$ cat config.mk
export PLATFORM = sky130hd
export DESIGN_NAME = stage_ex_muldiv_flat
export DESIGN_NICKNAME = d
export VERILOG_FILES = /design/src/rtl/stage_ex_muldiv_if.sv /design/src/rtl/stage_ex_muldiv.sv /design/src/flat_wrapper.sv
export SDC_FILE = /design/constraint.sdc
export NUM_CORES = 2
export LEC_CHECK = 0
export BUFFER_PORTS_ARGS = -buffer_cell sky130_fd_sc_hd__buf_2
export CAP_MARGIN = 5
export CORE_MARGIN = 1
export CORE_UTILIZATION = 55
export DETAILED_ROUTE_END_ITERATION = 8
export GPL_TIMING_DRIVEN = 0
export PLACE_DENSITY = 0.82
export SLEW_MARGIN = 20
export SYNTH_ARGS = -nofsm -noshare
export SYNTH_HDL_FRONTEND = slang
export SYNTH_SLANG_ARGS = --single-unit
$ cat constraint.sdc
create_clock -name clk_in -period 12.2 [get_ports clk_in]
set_clock_uncertainty 0.05 [all_clocks]
set_input_delay 1.83 -clock clk_in [delete_from_list [all_inputs] [get_ports clk_in]]
set_output_delay 1.83 -clock clk_in [all_outputs]
set_load 0.1 [all_outputs]
$ cat src/rtl/stage_ex_muldiv_if.sv
// Handshake and result bus between the EX stage and the multi-cycle mul/div unit.
// slave = the unit, master = the pipeline driving it.
interface stage_ex_muldiv_if #(
  parameter int XLEN       = 32,
  parameter int REG_ADDR_W = 5
);
  logic                  flush_i;
  logic                  in_valid_i;
  logic                  in_ready_o;
  logic [2:0]            op_i;
  logic [XLEN-1:0]       rs1_data_i;
  logic [XLEN-1:0]       rs2_data_i;
  logic [REG_ADDR_W-1:0] rd_addr_i;
  logic                  out_valid_o;
  logic [REG_ADDR_W-1:0] rd_addr_o;
  logic [XLEN-1:0]       rd_data_o;
  logic                  stall_o;

  modport slave (
    input  flush_i, in_valid_i, op_i, rs1_data_i, rs2_data_i, rd_addr_i,
    output in_ready_o, out_valid_o, rd_addr_o, rd_data_o, stall_o
  );

  modport master (
    output flush_i, in_valid_i, op_i, rs1_data_i, rs2_data_i, rd_addr_i,
    input  in_ready_o, out_valid_o, rd_addr_o, rd_data_o, stall_o
  );
endinterface

$ cat src/rtl/stage_ex_muldiv.sv
// RV32M multi-cycle execute unit: counted-latency multiply and restoring divide.
//   state | meaning
//   IDLE  | waiting for an op
//   MUL   | product settling, down-counter runs MUL_LAT cycles
//   DIV   | one quotient bit per cycle, XLEN iterations
//   DONE  | result registered, out_valid_o pulses unless flushed
module stage_ex_muldiv #(
  parameter int XLEN       = 32,
  parameter int REG_ADDR_W = 5,
  parameter int MUL_LAT    = 2
) (
  input  logic               clk_in,
  input  logic               rst_in,
  stage_ex_muldiv_if.slave   bus
);

  localparam int CNT_MAX = (XLEN > MUL_LAT) ? XLEN : MUL_LAT;
  localparam int CNT_W   = $clog2(CNT_MAX + 1);
  localparam logic [CNT_W-1:0] MUL_LOAD = CNT_W'(MUL_LAT - 1);
  localparam logic [CNT_W-1:0] DIV_LOAD = CNT_W'(XLEN - 1);
  localparam logic [XLEN-1:0]  SMIN     = {1'b1, {(XLEN-1){1'b0}}};

  typedef enum logic [1:0] {S_IDLE, S_MUL, S_DIV, S_DONE} state_t;

  state_t state_q, state_d;

  logic [1:0]            op_q;
  logic [XLEN-1:0]       rs1_q, rs2_q;
  logic [REG_ADDR_W-1:0] rd_q;
  logic [CNT_W-1:0]      cnt_q;
  logic [XLEN-1:0]       rem_q, quo_q, dvsr_q;
  logic                  neg_quo_q, neg_rem_q;
  logic [XLEN-1:0]       res_q;
  logic [REG_ADDR_W-1:0] res_rd_q;

  logic                  ready, accept;
  logic                  in_is_div, in_signed_div, in_div_zero, in_div_ovf, in_special;
  logic                  in_a_neg, in_b_neg;
  logic [XLEN-1:0]       special_res;
  state_t                start_state;

  logic                  ms1, ms2;
  logic [2*XLEN-1:0]     mul_a, mul_b, prod;
  logic [XLEN-1:0]       mul_res;

  logic [XLEN:0]         rem_shift;
  logic                  div_ge;
  logic [XLEN-1:0]       rem_nxt, quo_nxt, quo_fix, rem_fix, div_res;

  logic                  load_mul, load_div;

  // Accept-side decode, including divide special cases resolved without iterating.
  always_comb begin
    ready         = !rst_in && !bus.flush_i && (state_q == S_IDLE || state_q == S_DONE);
    accept        = bus.in_valid_i && ready;
    in_is_div     = bus.op_i[2];
    in_signed_div = !bus.op_i[0];
    in_div_zero   = (bus.rs2_data_i == '0);
    in_div_ovf    = in_signed_div && (bus.rs1_data_i == SMIN) && (bus.rs2_data_i == '1);
    in_special    = in_is_div && (in_div_zero || in_div_ovf);
    in_a_neg      = in_signed_div && bus.rs1_data_i[XLEN-1];
    in_b_neg      = in_signed_div && bus.rs2_data_i[XLEN-1];
    if (in_div_zero) begin
      special_res = bus.op_i[1] ? bus.rs1_data_i : '1;
    end else begin
      special_res = bus.op_i[1] ? '0 : bus.rs1_data_i;
    end
    if (!in_is_div) begin
      start_state = S_MUL;
    end else if (in_special) begin
      start_state = S_DONE;
    end else begin
      start_state = S_DIV;
    end
  end

  // Operands sign/zero-extended to 2*XLEN; the low 2*XLEN product bits are exact.
  always_comb begin
    ms1     = (op_q == 2'b01) || (op_q == 2'b10);
    ms2     = (op_q == 2'b01);
    mul_a   = {{XLEN{ms1 & rs1_q[XLEN-1]}}, rs1_q};
    mul_b   = {{XLEN{ms2 & rs2_q[XLEN-1]}}, rs2_q};
    prod    = mul_a * mul_b;
    mul_res = (op_q == 2'b00) ? prod[XLEN-1:0] : prod[2*XLEN-1:XLEN];
  end

  // quo_q starts as the dividend magnitude and is shifted out as quotient bits enter.
  always_comb begin
    rem_shift = {rem_q, quo_q[XLEN-1]};
    div_ge    = (rem_shift >= {1'b0, dvsr_q});
    rem_nxt   = div_ge ? XLEN'(rem_shift - {1'b0, dvsr_q}) : rem_shift[XLEN-1:0];
    quo_nxt   = {quo_q[XLEN-2:0], div_ge};
    quo_fix   = neg_quo_q ? -quo_nxt : quo_nxt;
    rem_fix   = neg_rem_q ? -rem_nxt : rem_nxt;
    div_res   = op_q[1] ? rem_fix : quo_fix;
  end

  always_comb begin
    state_d  = state_q;
    load_mul = 1'b0;
    load_div = 1'b0;
    unique case (state_q)
      S_IDLE: if (accept) state_d = start_state;
      S_MUL: begin
        if (cnt_q == '0) begin
          state_d  = S_DONE;
          load_mul = !bus.flush_i;
        end
      end
      S_DIV: begin
        if (cnt_q == '0) begin
          state_d  = S_DONE;
          load_div = !bus.flush_i;
        end
      end
      S_DONE: state_d = accept ? start_state : S_IDLE;
      default: state_d = S_IDLE;
    endcase
    if (bus.flush_i) state_d = S_IDLE;
  end

  always_ff @(posedge clk_in) begin
    if (rst_in) begin
      state_q <= S_IDLE;
    end else begin
      state_q <= state_d;
    end
  end

  always_ff @(posedge clk_in) begin
    if (rst_in) begin
      op_q      <= '0;
      rs1_q     <= '0;
      rs2_q     <= '0;
      rd_q      <= '0;
      cnt_q     <= '0;
      rem_q     <= '0;
      quo_q     <= '0;
      dvsr_q    <= '0;
      neg_quo_q <= 1'b0;
      neg_rem_q <= 1'b0;
      res_q     <= '0;
      res_rd_q  <= '0;
    end else begin
      if (bus.flush_i) begin
        cnt_q <= '0;
      end else if (accept) begin
        op_q      <= bus.op_i[1:0];
        rs1_q     <= bus.rs1_data_i;
        rs2_q     <= bus.rs2_data_i;
        rd_q      <= bus.rd_addr_i;
        cnt_q     <= in_is_div ? DIV_LOAD : MUL_LOAD;
        rem_q     <= '0;
        quo_q     <= in_a_neg ? -bus.rs1_data_i : bus.rs1_data_i;
        dvsr_q    <= in_b_neg ? -bus.rs2_data_i : bus.rs2_data_i;
        neg_quo_q <= in_a_neg ^ in_b_neg;
        neg_rem_q <= in_a_neg;
      end else if (state_q == S_MUL || state_q == S_DIV) begin
        if (cnt_q != '0) cnt_q <= cnt_q - 1'b1;
        if (state_q == S_DIV) begin
          rem_q <= rem_nxt;
          quo_q <= quo_nxt;
        end
      end

      if (load_mul) begin
        res_q    <= mul_res;
        res_rd_q <= rd_q;
      end else if (load_div) begin
        res_q    <= div_res;
        res_rd_q <= rd_q;
      end else if (accept && in_special) begin
        res_q    <= special_res;
        res_rd_q <= bus.rd_addr_i;
      end
    end
  end

  assign bus.in_ready_o  = ready;
  assign bus.out_valid_o = (state_q == S_DONE) && !bus.flush_i;
  assign bus.stall_o     = (state_q == S_MUL) || (state_q == S_DIV);
  assign bus.rd_addr_o   = res_rd_q;
  assign bus.rd_data_o   = res_q;

endmodule

$ cat src/flat_wrapper.sv
// flat-port wrapper written by rule: the top's interface ports become plain ports
module stage_ex_muldiv_flat 
#(
  parameter int XLEN       = 32,
  parameter int REG_ADDR_W = 5,
  parameter int MUL_LAT    = 2
)
  (clk_in, rst_in, bus_flush_i, bus_in_valid_i, bus_op_i, bus_rs1_data_i, bus_rs2_data_i, bus_rd_addr_i, bus_in_ready_o, bus_out_valid_o, bus_rd_addr_o, bus_rd_data_o, bus_stall_o);
  stage_ex_muldiv_if #(.XLEN(XLEN), .REG_ADDR_W(REG_ADDR_W)) bus_i ();
  input  logic clk_in;
  input  logic rst_in;
  input wire logic [$bits(bus_i.flush_i)-1:0] bus_flush_i;
  input wire logic [$bits(bus_i.in_valid_i)-1:0] bus_in_valid_i;
  input wire logic [$bits(bus_i.op_i)-1:0] bus_op_i;
  input wire logic [$bits(bus_i.rs1_data_i)-1:0] bus_rs1_data_i;
  input wire logic [$bits(bus_i.rs2_data_i)-1:0] bus_rs2_data_i;
  input wire logic [$bits(bus_i.rd_addr_i)-1:0] bus_rd_addr_i;
  output wire logic [$bits(bus_i.in_ready_o)-1:0] bus_in_ready_o;
  output wire logic [$bits(bus_i.out_valid_o)-1:0] bus_out_valid_o;
  output wire logic [$bits(bus_i.rd_addr_o)-1:0] bus_rd_addr_o;
  output wire logic [$bits(bus_i.rd_data_o)-1:0] bus_rd_data_o;
  output wire logic [$bits(bus_i.stall_o)-1:0] bus_stall_o;
  assign bus_i.flush_i = bus_flush_i;
  assign bus_i.in_valid_i = bus_in_valid_i;
  assign bus_i.op_i = bus_op_i;
  assign bus_i.rs1_data_i = bus_rs1_data_i;
  assign bus_i.rs2_data_i = bus_rs2_data_i;
  assign bus_i.rd_addr_i = bus_rd_addr_i;
  assign bus_in_ready_o = bus_i.in_ready_o;
  assign bus_out_valid_o = bus_i.out_valid_o;
  assign bus_rd_addr_o = bus_i.rd_addr_o;
  assign bus_rd_data_o = bus_i.rd_data_o;
  assign bus_stall_o = bus_i.stall_o;
  stage_ex_muldiv #(.XLEN(XLEN), .REG_ADDR_W(REG_ADDR_W), .MUL_LAT(MUL_LAT)) u_core (.clk_in(clk_in), .rst_in(rst_in), .bus(bus_i));
endmodule
# [Word level (Yosys, flattened, before mapping)]
# Index checks and enable logic that the tools add are counted.
[word_totals] wordCells=101 output_inout_bits=40 register_bits=214
[classes] n_mul=1 n_mux=35 eq_ne=9 reduce_logical=32 n_addsub=6 n_lt_le_gt_ge=1 n_bitwise=4
[ops] operator="2-to-1 mux 32 bit" count=19
[ops] operator="negator 32 bit" count=4
[ops] operator="equality test 32 bit (second input constant)" count=2
[ops] operator="multiplier 33 x 33 -> 64 bit" count=1
[ops] operator=">= comparator 33 x 32 -> 1 bit" count=1
[ops] operator="zero test 32 bit" count=1
[ops] operator="subtractor 32 bit" count=1
[ops] operator="2-to-1 mux 5 bit" count=4
[ops] operator="2-to-1 mux 6 bit" count=3
[ops] operator="logical AND 1 bit" count=10
[ops] operator="2-to-1 mux 2 bit" count=4
[ops] operator="equality test 2 bit (second input constant)" count=3
[ops] operator="zero test 6 bit" count=1
[ops] operator="one-hot mux 2 bit (3 select lines)" count=1
[ops] operator="AND reduction 2 bit" count=3
[ops] operator="nonzero test 2 bit" count=3
[ops] operator="nonzero test 6 bit" count=1
[ops] operator="subtractor 6 x 1 -> 6 bit (second input constant)" count=1
[ops] operator="equality test 2 x 1 -> 1 bit (second input constant)" count=2
[ops] operator="zero test 2 bit" count=2
[ops] operator="logical OR 1 bit" count=4
[ops] operator="2-to-1 mux 1 bit" count=4
[ops] operator="!= test 2 x 1 -> 1 bit (second input constant)" count=2
[ops] operator="OR reduction 2 bit" count=2
[ops] operator="6 further kinds" count=9

# [Logic depth before layout (Yosys ltp)]
[logic_depth] ltp_word=9 mapped_depth=37 ltp_nobuf=32

# [Worst setup path after synthesis]
# Ideal clock, no wire load.
[synth_path] path_kind="register to register" from="reg u_core.op_q[1]" to="reg u_core.res_q[31] (netlist: u_core.bus.rd_data_o[31])" path_buffers=4 period_less_slack_ns=9.329 setup_slack_ns=2.871 arrival_ns=9.164 path_stages_with_launch=36 path_cell_list="dfxtp_1 > buf_4 > inv_1 > clkbuf_1 > ha_1 > and2_1 > clkbuf_1 > clkbuf_1 > nand2_1 > inv_1 > fa_1 > inv_1 > fa_1 > inv_1 > fa_1 > fa_1 > inv_1 > fa_1 > inv_1 > fa_1 > inv_1 > fa_1 > fa_1 > inv_1 > ha_1 > a21o_1 > a21oi_1 > o21ai_0 > a21oi_1 > o32ai_1 > o41ai_1 > o311ai_0 > xnor2_1 > a32o_1 > o221ai_1 > o21ba_1"
[synth_via] elab_chain_len=6 word_cells_on_any_way=11 cone_classes="mul (1); eq/ne (2); mux (4); bitwise (2); reduce/logical (2)"
[synth_lines] element="start, declared" line="stage_ex_muldiv.sv:27" rtl="logic [1:0] op_q;"
[synth_lines] element="start signal, assigned" line="stage_ex_muldiv.sv:148" rtl="op_q <= bus.op_i[1:0];"
[synth_lines] element="equality test 2 x 1 -> 1 bit / equality test 2 bit (equally long branches)" line="stage_ex_muldiv.sv:79, stage_ex_muldiv.sv:80"
[synth_lines] element="logical OR 1 bit" line="stage_ex_muldiv.sv:79" rtl="ms1 = (op_q == 2'b01) || (op_q == 2'b10);"
[synth_lines] element="AND 1 bit" line="stage_ex_muldiv.sv:81" rtl="mul_a = {{XLEN{ms1 & rs1_q[XLEN-1]}}, rs1_q};"
[synth_lines] element="multiplier 33 x 33 -> 64 bit" line="stage_ex_muldiv.sv:83" rtl="prod = mul_a * mul_b;"
[synth_lines] element="2-to-1 mux 32 bit" line="stage_ex_muldiv.sv:84" rtl="mul_res = (op_q == 2'b00) ? prod[XLEN-1:0] : prod[2*XLEN-1:XLEN];"
[synth_lines] element="2-to-1 mux 32 bit (*)" line="stage_ex_muldiv.sv:166" rtl="if (load_mul) begin"
[synth_lines] element="end signal, assigned" line="stage_ex_muldiv.sv:167" rtl="res_q <= mul_res;"
[synth_lines] element="end signal, assigned" line="stage_ex_muldiv.sv:170" rtl="res_q <= div_res;"
[synth_lines] element="end signal, assigned" line="stage_ex_muldiv.sv:173" rtl="res_q <= special_res;"
[synth_lines] element="end, declared" line="stage_ex_muldiv.sv:33" rtl="logic [XLEN-1:0] res_q;"
# Every way passes the cells marked *; elsewhere a longest branch is shown, timed or not.
# A chain may end at the register's enable or synchronous reset.

# [Worst setup path in the final report]
# Ends and elaborated chain as after synthesis.

==> key figures <==
Worst setup path
  – Worst path most repeated cell: fa_1
  – Crit path capture type: flip-flop
  – Startpoint types: flip-flop
  – Critical path required time: 12.66 ns
  – Critical path's largest stage delay: 0.79 ns
  – Kind of critical path: reg2reg
  – Data arrival time of the worst path: 12.32 ns
  – Crit-path max FO: 15
  – CP max stage cell: nor3_1

Run
  – Max-cap violation count: 0

Placed design
  – HPWL Detailed: 176,000 um
  – # placed instances: 7,627
  – Final GP Congestion: 1.09
  – I/O Buffers: 112

Detailed routing
  – Initial DRC Count: 5,458
  – Vias: 46,122
  – Antenna Violating Nets Remaining: 0
  – DR pass1 iterations: 8
  – DRC: 0
  – Final wirelength: 211,000 um
  – DR WL/cell: 27.4 um
  – Vias per inst: 6.00

GRT
  – Largest net degree at the start of global routing: 25
  – Grt ovf: 0
  – Vias in the first global route: 46,822
  – Initial antenna violation count: 19
  – Routing usage on met2: 65.1%
  – Most Used Layer, Global Route: met2
  – First-pass GRT wire length: 311,000 um
  – Met3 usage: 12.4%
  – Met1 Usage GRT: 55.3%
  – GRT Total Usage: 44.2%

STA
  – Sum Neg Setup Slack: 0 ns
  – Endpoints failing setup: 0
  – RSZ-0062 raised after global routing: false
  – Final hold violations: 0
  – Relative slew slack: 10.2%
  – Post-layout minimum cycle time: 11.87 ns
  – Final period utilization: 97.3%
  – Final Slew Violations: 0
  – F_max: 84.3 MHz
  – Worst-margin pin slew: 1.35 ns

Die
  – Num rows: 112
  – Initial Util: 55.8%
  – Die X: 311 um
  – I/O pins: 116
  – Full die area: 0.0966 mm2
  – Die Ht: 311 um
  – CORE AREA: 0.0939 mm2

Power and ir drop
  – Peak VDD IR: 153 uV
  – LEAKAGE: 0.0249 uW
  – PD cells: 50.6 mW/mm2

Clock network
  – Clk_lat worst skew: 0.58 ns
  – CTS tree: yes
  – Clk root buf: clkbuf_16
  – Reg clk slew, reported paths: 0.07 ns
  – CTS H-tree depth: 1
  – Clk sinks: 213
  – CTS Buf Count: 25
  – CTS max path bufs: 3

Finish
  – Filler Cells Inserted: 8,547
  – Most frequent cells in the layout: 1,263 x inv_1, 1,124 x fa_1, 1,081 x nand2_1
  – Final Non-Filler Cells: 7,689
  – Layout cells sized above 1: 3.74%
  – NumNets Final: 7,859
  – P&R area growth vs syn: 5.67%
  – Commonest non-fill, non-tap cell in the layout: inv_1

Min path
  – Hold Crit Class: reg2reg

Synthesis
  – Post-synthesis sequential area ratio: 8.13%
  – Post-Syn Area: 0.0524 mm2
  – Synthesized Nets: 7,720
  – Synth Flop Type: dfxtp_1
  – Area share of the largest cell type after synthesis: 43.0%
  – Yosys warns: 0
  – Post-Syn Instances: 6,261
  – EDFF count, synth: 0
  – Synth Area per Inst: 8.37 um2
  – Area contributors post-synth: fa_1 43%, inv_1 9.0%, dfxtp_1 8.1%
  – Register bit total from synthesis: 213
  – Asr flop ratio synth: 0%
  – Post-synth cell types: 96
  – Largest area contributor in the netlist: fa_1

Status
  – Outcome: finished clean
## power by group
group          internal [uW]  leakage [uW]  total [uW]  switching [uW]
registers                722       0.00173         770            47.0
logic                    367        0.0228        1300             931
clock network            402      0.000358         733             332
total                   1490        0.0249        2800            1310
## final timing paths
| path | start | to | slack [ns] | depth (start not counted) |
|---|---|---|---|---|
| max reg2reg | u_core.op_q[1] | u_core.bus.rd_data_o[31] | 0.33 | 33 |
| min | u_core.rd_q[3] | u_core.rd_q[3] | 0.42 | 2 |
| max | u_core.op_q[1] | u_core.bus.rd_data_o[31] | 0.33 | 33 |
| min reg2reg | u_core.rd_q[3] | u_core.rd_q[3] | 0.42 | 2 |
## cell families (layout without fill, tap and decap cells)
family / after synthesis / count (layout) / share of synthesized area (%)
and+or+nand+nor: 1974 / 1974 / 17.0
buffers and inverters: 1643 / 1800 / 11.9
adders and majority gates: 1385 / 1385 / 49.2
AOI/OAI and AO/OA: 819 / 819 / 9.99
DFF: 213 / 213 / 8.13
xor gates and xnor gates: 200 / 200 / 3.34
muxes: 27 / 27 / 0.527
other: 0 / 17 / 0
## through the flow
stage	hold slack [ns]	instance area, um2	total power [uW]	worst slack (ns)	util [%]
floorplan	0.387	52400	1540	2.87	-
CTS	0.409	55300	2730	0.0702	58.9
detailed placement	0.400	54600	2010	0.135	58.1
global placement	0.394	54600	2010	0.233	58.1
finish	0.417	55400	2800	0.333	59.0
global route	0.432	55400	2870	0.155	59.0
## cell type report
cell class                 count  area (um2)  area share [%]
timing repair buffer         113         576            1.04
multi-input combinational   4405       42000            75.7
sequential                   213        4260            7.70
antenna                       17        42.5          0.0768
clock buffer                  34         659            1.19
inverter                    1265        4750            8.57
buffer                       377        1480            2.68
tap                         1254        1570            2.83
clock inverter                11        97.6           0.176
## registers in the layout (all words and copies together), names as in the netlist
| name | flops |
|---|---|
| u_core.bus.rd_addr_o | 5 |
| u_core.bus.rd_data_o | 32 |
| u_core.cnt_q | 6 |
| u_core.dvsr_q | 32 |
| u_core.neg_quo_q | 1 |
| u_core.neg_rem_q | 1 |
| u_core.op_q | 2 |
| u_core.quo_q | 32 |
| u_core.rd_q | 5 |
| u_core.rem_q | 32 |
| u_core.rs1_q | 32 |
| u_core.rs2_q | 31 |
| u_core.state_q | 2 |
## repair_timing
item | CTS | global route
setup endpoints to repair | 0 | 3
hold buffers | 0 | 0
setup buffers | 0 | 0
gates resized for setup | 0 | 2
## Yosys cell counts (19+ instances only)
cell      instances
ha_1            257
and2_1          288
o21a_1           19
nor2_1          299
nand2b_1         22
clkbuf_1        354
inv_1          1263
o31ai_1          24
dfxtp_1         213
a211oi_1         86
nand4_1          25
a21oi_1         290
nand2_1        1081
nand3_1          42
or4_1            22
xnor2_1         123
mux2i_1          22
o21ai_0         137
nor3_1           58
a22oi_1          25
and3_1           28
or3_1            23
nor4_1           22
a21o_1           43
xor2_1           77
fa_1           1126
a31oi_1          31
## critical path, delay by kind of cell (launching register included)
family,cells,cell delay (ns)
AO/OA/AOI/OAI,8,2.48
XOR/XNOR,1,0.52
adder cells (fa/ha/maj),10,4.89
buffers and inverters,10,2.19
flip-flops,1,0.31
AND/OR/NAND/NOR,4,1.35
## layer usage
layer	part of all wire, %	wire, um
met1	36	75500
met3	12	25800
met4	9.4	19900
met2	43	89500
met5	0.027	57
(Power assumes the default switching activity.)
